File: config.mk
export PLATFORM = sky130hd
export DESIGN_NAME = hazard_ctrl_flat
export DESIGN_NICKNAME = d
export VERILOG_FILES = /design/src/rtl/hazard_ctrl_if.sv /design/src/rtl/hazard_ctrl.sv /design/src/flat_wrapper.sv
export SDC_FILE = /design/constraint.sdc
export NUM_CORES = 1
export LEC_CHECK = 0
export ABC_AREA = 1
export CAP_MARGIN = 30
export CORE_MARGIN = 2
export CORE_UTILIZATION = 45
export CTS_CLUSTER_DIAMETER = 40
export DETAILED_ROUTE_END_ITERATION = 10
export PLACE_DENSITY_LB_ADDON = 0.1
export SKIP_LAST_GASP = 1
export SYNTH_ARGS = -nofsm -noshare
export SYNTH_HDL_FRONTEND = slang
export SYNTH_SLANG_ARGS = --single-unit
File: constraint.sdc
create_clock -name clk -period 1.8 [get_ports clk]
set_clock_uncertainty 0.15 [all_clocks]
set_input_delay 0.27 -clock clk [delete_from_list [all_inputs] [get_ports clk]]
set_output_delay 0.27 -clock clk [all_outputs]
set_load 0.005 [all_outputs]
File: src/rtl/hazard_ctrl_if.sv
// Hazard controller bundle: ID/EX/MEM hazard sources in, PC and pipeline-register controls out.
interface hazard_ctrl_if #(
    parameter int unsigned REG_AW = 5,
    parameter int unsigned CNT_W  = 16
);
    logic [REG_AW-1:0] id_rs1;
    logic [REG_AW-1:0] id_rs2;
    logic              id_rs1_used;
    logic              id_rs2_used;
    logic [REG_AW-1:0] ex_rd;
    logic              ex_mem_read;
    logic              ex_branch_taken;
    logic [1:0]        ex_jump;
    logic              mem_req;
    logic              mem_ready;
    logic              pc_stall;
    logic              pc_from_taken;
    logic              if_id_stall;
    logic              if_id_flush;
    logic              id_ex_flush;
    logic              ex_mem_stall;
    logic              mem_timeout;
    logic [CNT_W-1:0]  stall_cnt;

    modport master (
        output id_rs1, id_rs2, id_rs1_used, id_rs2_used, ex_rd, ex_mem_read,
               ex_branch_taken, ex_jump, mem_req, mem_ready,
        input  pc_stall, pc_from_taken, if_id_stall, if_id_flush, id_ex_flush,
               ex_mem_stall, mem_timeout, stall_cnt
    );

    modport slave (
        input  id_rs1, id_rs2, id_rs1_used, id_rs2_used, ex_rd, ex_mem_read,
               ex_branch_taken, ex_jump, mem_req, mem_ready,
        output pc_stall, pc_from_taken, if_id_stall, if_id_flush, id_ex_flush,
               ex_mem_stall, mem_timeout, stall_cnt
    );
endinterface

File: src/rtl/hazard_ctrl.sv
// Pipeline hazard/sequencing controller: mem-wait freeze, branch redirect flush, load-use bubble.
module hazard_ctrl #(
    parameter int unsigned REG_AW          = 5,
    parameter int unsigned REDIRECT_CYCLES = 1,
    parameter int unsigned MEM_TIMEOUT     = 255,
    parameter int unsigned CNT_W           = 16
) (
    input logic         clk,
    input logic         reset,
    hazard_ctrl_if.slave hz
);
    localparam int unsigned RC_W = 3;
    localparam int unsigned WT_W = $clog2(MEM_TIMEOUT + 1);
    localparam logic [RC_W-1:0]  RC_INIT = RC_W'(REDIRECT_CYCLES - 1);
    localparam logic [WT_W-1:0]  WT_MAX  = WT_W'(MEM_TIMEOUT);
    localparam logic [CNT_W-1:0] CNT_MAX = '1;

    typedef enum logic [1:0] {RUN, MEM_WAIT, REDIRECT, LOAD_BUBBLE} state_t;

    state_t           state_q, state_nxt;
    logic [RC_W-1:0]  rcnt_q, rcnt_nxt;
    logic [WT_W-1:0]  wait_q, wait_inc;
    logic             timeout_q;
    logic [CNT_W-1:0] stall_cnt_q;

    logic mw_c, taken_c, lu_c;
    logic pc_stall_c, pc_from_taken_c, if_id_stall_c, if_id_flush_c, id_ex_flush_c, ex_mem_stall_c;

    // Hazard classification from the current ID/EX/MEM contents
    assign mw_c    = hz.mem_req & ~hz.mem_ready;
    assign taken_c = hz.ex_branch_taken | (hz.ex_jump != 2'b00);
    assign lu_c    = hz.ex_mem_read & (hz.ex_rd != REG_AW'(0)) &
                     ((hz.id_rs1_used & (hz.id_rs1 == hz.ex_rd)) |
                      (hz.id_rs2_used & (hz.id_rs2 == hz.ex_rd)));

    always_ff @(posedge clk) begin
        if (reset) begin
            state_q <= RUN;
            rcnt_q  <= '0;
        end else begin
            state_q <= state_nxt;
            rcnt_q  <= rcnt_nxt;
        end
    end

    always_comb begin
        state_nxt = state_q;
        rcnt_nxt  = rcnt_q;
        case (state_q)
            RUN: begin
                if (mw_c) begin
                    state_nxt = MEM_WAIT;
                end else if (taken_c) begin
                    if (REDIRECT_CYCLES > 1) begin
                        state_nxt = REDIRECT;
                        rcnt_nxt  = RC_INIT;
                    end
                end else if (lu_c) begin
                    state_nxt = LOAD_BUBBLE;
                end
            end
            MEM_WAIT: begin
                if (hz.mem_ready) state_nxt = RUN;
            end
            REDIRECT: begin
                // A freeze holds the remaining flush count
                if (!mw_c) begin
                    rcnt_nxt = rcnt_q - RC_W'(1);
                    if (rcnt_q == RC_W'(1)) state_nxt = RUN;
                end
            end
            default: begin
                state_nxt = mw_c ? MEM_WAIT : RUN;
            end
        endcase
    end

    always_comb begin
        pc_stall_c      = 1'b0;
        pc_from_taken_c = 1'b0;
        if_id_stall_c   = 1'b0;
        if_id_flush_c   = 1'b0;
        id_ex_flush_c   = 1'b0;
        ex_mem_stall_c  = 1'b0;
        if (!reset) begin
            case (state_q)
                RUN: begin
                    if (mw_c) begin
                        pc_stall_c     = 1'b1;
                        if_id_stall_c  = 1'b1;
                        ex_mem_stall_c = 1'b1;
                    end else if (taken_c) begin
                        pc_from_taken_c = 1'b1;
                        if_id_flush_c   = 1'b1;
                        id_ex_flush_c   = 1'b1;
                    end else if (lu_c) begin
                        pc_stall_c    = 1'b1;
                        if_id_stall_c = 1'b1;
                        id_ex_flush_c = 1'b1;
                    end
                end
                MEM_WAIT: begin
                    pc_stall_c     = ~hz.mem_ready;
                    if_id_stall_c  = ~hz.mem_ready;
                    ex_mem_stall_c = ~hz.mem_ready;
                end
                REDIRECT: begin
                    pc_stall_c     = mw_c;
                    if_id_stall_c  = mw_c;
                    ex_mem_stall_c = mw_c;
                    if_id_flush_c  = ~mw_c;
                    id_ex_flush_c  = ~mw_c;
                end
                default: begin
                    pc_stall_c     = mw_c;
                    if_id_stall_c  = mw_c;
                    ex_mem_stall_c = mw_c;
                end
            endcase
        end
    end

    // Wait counter saturates at the timeout so a long stall cannot wrap it
    assign wait_inc = (wait_q == WT_MAX) ? wait_q : wait_q + WT_W'(1);

    always_ff @(posedge clk) begin
        if (reset) begin
            wait_q      <= '0;
            timeout_q   <= 1'b0;
            stall_cnt_q <= '0;
        end else begin
            if (ex_mem_stall_c) begin
                wait_q <= wait_inc;
                if (wait_inc == WT_MAX) timeout_q <= 1'b1;
            end else begin
                wait_q <= '0;
            end
            if (pc_stall_c && (stall_cnt_q != CNT_MAX)) stall_cnt_q <= stall_cnt_q + CNT_W'(1);
        end
    end

    assign hz.pc_stall      = pc_stall_c;
    assign hz.pc_from_taken = pc_from_taken_c;
    assign hz.if_id_stall   = if_id_stall_c;
    assign hz.if_id_flush   = if_id_flush_c;
    assign hz.id_ex_flush   = id_ex_flush_c;
    assign hz.ex_mem_stall  = ex_mem_stall_c;
    assign hz.mem_timeout   = timeout_q;
    assign hz.stall_cnt     = stall_cnt_q;
endmodule

File: src/flat_wrapper.sv
// flat-port wrapper written by rule: the top's interface ports become plain ports
module hazard_ctrl_flat 
#(
    parameter int unsigned REG_AW          = 5,
    parameter int unsigned REDIRECT_CYCLES = 1,
    parameter int unsigned MEM_TIMEOUT     = 255,
    parameter int unsigned CNT_W           = 16
)
  (clk, reset, hz_id_rs1, hz_id_rs2, hz_id_rs1_used, hz_id_rs2_used, hz_ex_rd, hz_ex_mem_read, hz_ex_branch_taken, hz_ex_jump, hz_mem_req, hz_mem_ready, hz_pc_stall, hz_pc_from_taken, hz_if_id_stall, hz_if_id_flush, hz_id_ex_flush, hz_ex_mem_stall, hz_mem_timeout, hz_stall_cnt);
  hazard_ctrl_if #(.REG_AW(REG_AW), .CNT_W(CNT_W)) hz_i ();
  input logic clk;
  input logic reset;
  input wire logic [$bits(hz_i.id_rs1)-1:0] hz_id_rs1;
  input wire logic [$bits(hz_i.id_rs2)-1:0] hz_id_rs2;
  input wire logic [$bits(hz_i.id_rs1_used)-1:0] hz_id_rs1_used;
  input wire logic [$bits(hz_i.id_rs2_used)-1:0] hz_id_rs2_used;
  input wire logic [$bits(hz_i.ex_rd)-1:0] hz_ex_rd;
  input wire logic [$bits(hz_i.ex_mem_read)-1:0] hz_ex_mem_read;
  input wire logic [$bits(hz_i.ex_branch_taken)-1:0] hz_ex_branch_taken;
  input wire logic [$bits(hz_i.ex_jump)-1:0] hz_ex_jump;
  input wire logic [$bits(hz_i.mem_req)-1:0] hz_mem_req;
  input wire logic [$bits(hz_i.mem_ready)-1:0] hz_mem_ready;
  output wire logic [$bits(hz_i.pc_stall)-1:0] hz_pc_stall;
  output wire logic [$bits(hz_i.pc_from_taken)-1:0] hz_pc_from_taken;
  output wire logic [$bits(hz_i.if_id_stall)-1:0] hz_if_id_stall;
  output wire logic [$bits(hz_i.if_id_flush)-1:0] hz_if_id_flush;
  output wire logic [$bits(hz_i.id_ex_flush)-1:0] hz_id_ex_flush;
  output wire logic [$bits(hz_i.ex_mem_stall)-1:0] hz_ex_mem_stall;
  output wire logic [$bits(hz_i.mem_timeout)-1:0] hz_mem_timeout;
  output wire logic [$bits(hz_i.stall_cnt)-1:0] hz_stall_cnt;
  assign hz_i.id_rs1 = hz_id_rs1;
  assign hz_i.id_rs2 = hz_id_rs2;
  assign hz_i.id_rs1_used = hz_id_rs1_used;
  assign hz_i.id_rs2_used = hz_id_rs2_used;
  assign hz_i.ex_rd = hz_ex_rd;
  assign hz_i.ex_mem_read = hz_ex_mem_read;
  assign hz_i.ex_branch_taken = hz_ex_branch_taken;
  assign hz_i.ex_jump = hz_ex_jump;
  assign hz_i.mem_req = hz_mem_req;
  assign hz_i.mem_ready = hz_mem_ready;
  assign hz_pc_stall = hz_i.pc_stall;
  assign hz_pc_from_taken = hz_i.pc_from_taken;
  assign hz_if_id_stall = hz_i.if_id_stall;
  assign hz_if_id_flush = hz_i.if_id_flush;
  assign hz_id_ex_flush = hz_i.id_ex_flush;
  assign hz_ex_mem_stall = hz_i.ex_mem_stall;
  assign hz_mem_timeout = hz_i.mem_timeout;
  assign hz_stall_cnt = hz_i.stall_cnt;
  hazard_ctrl #(.REG_AW(REG_AW), .REDIRECT_CYCLES(REDIRECT_CYCLES), .MEM_TIMEOUT(MEM_TIMEOUT), .CNT_W(CNT_W)) u_core (.clk(clk), .reset(reset), .hz(hz_i));
endmodule
## Word level (Yosys, flattened, before mapping)

Cells that the tools add are included.

| storage, ports and cells | value |
|---|---|
| bits in registers | 30 |

| operators by class | value |
|---|---|
| $add $sub $neg | 3 |
| eq/ne operators | 13 |
| mux-type cells | 27 |
| bitwise operators | 10 |
| reduce and logical (&&, ||, !) cells | 8 |

Operator list:

| cell | number |
|---|---|
| adder 16 x 1 -> 16 bit, second input constant | 1 |
| == test 8 bit, second input constant | 2 |
| inequality test 16 bit, second input constant | 1 |
| 2-to-1 mux 1 bit | 15 |
| 2-to-1 mux 2 bit | 6 |
| == test 5 bit | 2 |
| adder 8 x 1 -> 8 bit, second input constant | 1 |
| 2-to-1 mux 8 bit | 1 |
| case mux 1 bit (2 select lines) | 4 |
| case mux 2 bit (3 select lines) | 1 |
| bitwise AND 1 bit | 5 |
| AND reduction 5 bit | 1 |
| nonzero test 5 bit | 1 |
| inequality test 2 bit, second input constant | 2 |
| AND reduction 2 bit | 2 |
| == test 3 x 1 -> 1 bit, second input constant | 1 |
| inequality test 3 x 1 -> 1 bit, second input constant | 1 |
| inequality test 3 x 2 -> 1 bit, second input constant | 1 |
| NOT 1 bit | 3 |
| subtractor 3 x 1 -> 3 bit, second input constant | 1 |
| == test 2 x 1 -> 1 bit, second input constant | 1 |
| == test 2 bit, second input constant | 1 |
| logical NOT 2 bit | 1 |
| inequality test 2 x 1 -> 1 bit, second input constant | 1 |
| 4 further kinds | 5 |

## Logic depth before layout (Yosys ltp)

| depth | value |
|---|---|
| word-level depth | 10 |
| depth in mapped cells | 12 |
| mapped depth without buffers | 12 |

## Worst setup path after synthesis

Ideal clock, no wire load.

| timing | value |
|---|---|
| path type | in2out |
| start point | input hz_mem_ready |
| end point | output hz_pc_stall |
| arrival | 1.456 ns |
| data required time | 1.380 ns |
| path slack | -0.076 ns |
| stages | 8 |
| buffers on the path | 2 |
| cell sequence | inv_1 > nand2_1 > inv_1 > nor2_1 > a211oi_4 > buf_4 > a21boi_0 > buf_4 |

| on the way | value |
|---|---|
| word-level cells in the longest chain between the ends | 5 |

Ends and longest elaborated chain:

| what | line | source |
|---|---|---|
| start: declaration | flat_wrapper.sv:22 | `input wire logic [$bits(hz_i.mem_ready)-1:0] hz_mem_ready;` |
| NOT 1 bit * | n/a |  |
| bitwise AND 1 bit | hazard_ctrl.sv:30 | `assign mw_c = hz.mem_req & ~hz.mem_ready;` |
| 2-to-1 mux 1 bit | n/a |  |
| case mux 1 bit (2 select lines) * | n/a |  |
| 2-to-1 mux 1 bit * | n/a |  |
| end: declaration | flat_wrapper.sv:23 | `output wire logic [$bits(hz_i.pc_stall)-1:0] hz_pc_stall;` |

Every way passes the cells marked *; elsewhere a longest branch is shown, timed or not.

## Final worst setup path

| timing | value |
|---|---|
| start point | register u_core.stall_cnt_q[2] (netlist: u_core.hz.stall_cnt[2]) |
| end point | output hz_stall_cnt[2] |

RTL lines:

| what | line | source |
|---|---|---|
| start: declaration | hazard_ctrl.sv:24 | `logic [CNT_W-1:0] stall_cnt_q;` |
| start signal: assignment | hazard_ctrl.sv:138 | `if (pc_stall_c && (stall_cnt_q != CNT_MAX)) stall_cnt_q <= stall_cnt_q + CNT_W'(1);` |
| end: declaration | flat_wrapper.sv:30 | `output wire logic [$bits(hz_i.stall_cnt)-1:0] hz_stall_cnt;` |

No word-level cell between the ends.

==> results summary <==
The yosys synthesis warning count is 0. The fraction of post-synthesis cell area in the top cell type by area came out at 29.4%. The layout has 398 filler cells. Counting cells, the worst reg-to-reg path comes to 8. The total standard cell area after synthesis is between 0.002 and 0.0025 mm2. The per-cell via count in the routed design came out at 4.89. The total number of vias came out at 2,156. The number of buffers added on ports is 47.

Leaving out fill and tap cells, the most frequent cell in the layout is nand2_1. Entering global routing, the biggest net connects 19 pins. In the layout the commonest cells are 65 x nand2_1, 36 x nor2_1, 34 x buf_4.

The routed design uses 240 um of met3 wire. The number of buffers created by CTS is 5. CTS placed an instance of clkbuf_8 at the clock tree root.

The synthesis-to-finish area growth is 44.5%. The data required time at the worst endpoint is 1.38 ns. The cell count after synthesis came out at 304. The min-delay analysis places its worst path in the category reg -> reg. The top routing layer in use is met4. The share of the Yosys chip area taken by registers is 29.4%. The clock network latency to the later pin of the worst-skew pair came out at 0.29 ns. For the final routed database, the setup TNS stands at 0 ns. The type of element capturing the critical path is an output port. The die width came out at 71.4 um.

The number of setup violations in the final report came out at 0. The reported leakage power came out at 1.37 nW. Counting flops and latches in the post-synthesis netlist gives 30.

The final critical path takes up 96.2% of the cycle. The worst-case IR drop observed on VDD is 366 uV. In the final design database the tool counted 417 nets. The power per cell area is between 700 and 800 mW/mm2. The worst path needs 1.73 ns of the cycle, external delays included. The total power of the final layout came out at 0.00219 W. STA classifies the critical path startpoint as a flop. For this run, design rule violations remaining after detail routing come to 0. The maximum level of the CTS H-tree is 2.

The all-layer global routing usage came out at 20.6%. The wire length of the first global-routing pass came out at 8400 um. The final hold violation count came out at 0. STA puts the critical path data arrival time at 1.31 ns. The overflow left after global routing is 0. The synthesized area per cell came out at around 6.7 um2.

For the pin with the worst max-slew slack, the measured transition is ~0.27 ns. The detailed-placement wirelength estimate came out at 3890 um. No sink is reached through more buffers than the 2 on the longest clock path. The number of antenna violations at the first check in global routing came out at 0.

The count of antenna-violating nets left after detailed routing came out at 0. The vertical die dimension is 71.4 um. Along the worst hold path, the cell count comes to 2. The number of optimization iterations in the first detailed-route pass came out at 4. The die covers between 0.005 and 0.006 mm2. dfxtp_1 takes more of the synthesized area than any other cell. Yosys attributes the largest share of cell area to dfxtp_1 29%, nand2_1 12%, nor2_1 8.1%. The number of distinct library cells after synthesis came out at 31. The number of pins with negative max-slew slack in the final report came out at 0. The number of antenna repair diodes is 0. The upper clock frequency limit came out at 577 MHz. The clock transition at the register clock pins on the worst setup and hold paths after CTS came out at 0.07 ns.

The initial DRC count is 82. The critical path in this run is classified as reg -> out. When the netlist entered floorplanning its net count stood at 333. The wire length the detailed router placed on met1 is 2370 um. The run finished with clean final reports. After detailed routing, the average wire length per cell comes to 11.3 um. The clock net in this run drives a total of 30 sinks. The number of standard-cell rows in the floorplan came out at 24. The routed design has 4980 um of wire.

The max capacitance violation total came out at 0. In this run the count of I/O pins placed on the die edge is 48. The number of global-route vias before repair came to 2,007. The normalized max-slew margin came out at 81.8%. The global placer's final weighted congestion is 0.864.

In the final layout, the share of cells above drive strength 1 is 28.5%. TritonCTS built the clock tree. The maximum fanout encountered on the critical timing path is 5. The wire length on met2 is roughly 2300 um.

The area of the core is 0.00435 mm2. The effective utilization at floorplan is between 40% and 50%.
==> sequential cells by signal, indices dropped and copies added, names as in the netlist <==
signal / cells
u_core.hz.mem_timeout: 1
u_core.rcnt_q: 3
u_core.state_q: 2
u_core.wait_q: 8
u_core.hz.stall_cnt: 16
==> layout make-up <==
cell class                 count  area [um2]  share of cell area, %
timing repair buffer          85         742                   25.1
inverter                      40         150                   5.09
tap                           52        65.1                   2.20
multi-input combinational    226        1300                   43.9
sequential                    30         607                   20.6
clock inverter                 1        5.00                  0.170
clock buffer                   7        86.3                   2.92
==> logic make-up (layout without fill, tap and decap cells) <==
family                   count (synthesis)  after routing  synth area share [%]
adder cells (fa/ha/maj)                  4              4                  2.45
AO/OA/AOI/OAI                           32             32                  10.2
XOR/XNOR                                16             16                  6.86
AND/OR/NAND/NOR                        174            174                  40.8
flip-flops                              30             30                  29.4
buffers and inverters                   48            133                  10.3
==> Yosys cell counts, drive strengths merged <==
cell / instances
nor2: 48
nand3: 23
clkbuf: 2
o21ai: 9
nand4: 16
a211oi: 1
nor3b: 1
dfxtp: 30
nand2: 78
nor3: 4
nor4b: 1
xnor2: 8
and2: 1
buf: 6
a21oi: 21
inv: 40
xor2: 8
a21boi: 1
nand3b: 2
ha: 4
==> worst max-delay path, cell delays in order (launching register included) <==
cell             delay (ns)
dfxtp_2                0.37
buf_4                  0.16
clkdlybuf4s50_1        0.50
==> worst paths after layout <==
kind / to / slack (ns) / startpoint
setup / recovery: hz_stall_cnt[2] / 0.07 / u_core.hz.stall_cnt[2]
hold reg to reg: u_core.hz.mem_timeout / 0.32 / u_core.hz.mem_timeout
hold / removal: u_core.hz.mem_timeout / 0.32 / u_core.hz.mem_timeout
setup reg to reg: u_core.hz.stall_cnt[5] / 0.14 / u_core.hz.stall_cnt[5]
==> where the power goes <==
group | internal, W | leakage (nW) | switching [W]
Combinational | 0.000424 | 1.07 | 0.000438
Clock | 0.000308 | 0.0482 | 0.000265
Sequential | 0.000718 | 0.245 | 0.0000368
==> routing by layer <==
| metal | vias to the layer above | GRT usage [%] |
|---|---|---|
| li1 | 1139 | - |
| met1 | 965 | 25.8 |
| met2 | 48 | 34.4 |
| met3 | 4 | 4.36 |
| met4 | 0 | 8.39 |
| met5 | - | 0 |
==> metrics by stage <==
stage                     worst slack [ns]  cell area, um2  cells  hold WS (ns)  utilization, %
after floorplan                     0.0272            2050    304         0.292               -
after global placement              -0.593            2820    431         0.302            64.7
after detailed placement            -0.616            2820    431         0.313            64.7
after CTS                         0.000265            2880    439         0.328            66.1
after global routing              -0.00975            2950    441         0.338            67.8
final                               0.0681            2950    441         0.323            67.8
==> what timing repair did <==
action,CTS,global route
pin swaps,21,13
hold buffers,0,0
setup buffers,0,2
setup endpoints to repair,25,24
hold endpoints to repair,0,0
resized for setup,49,35
No activity file was read; power rests on OpenSTA's default activity.
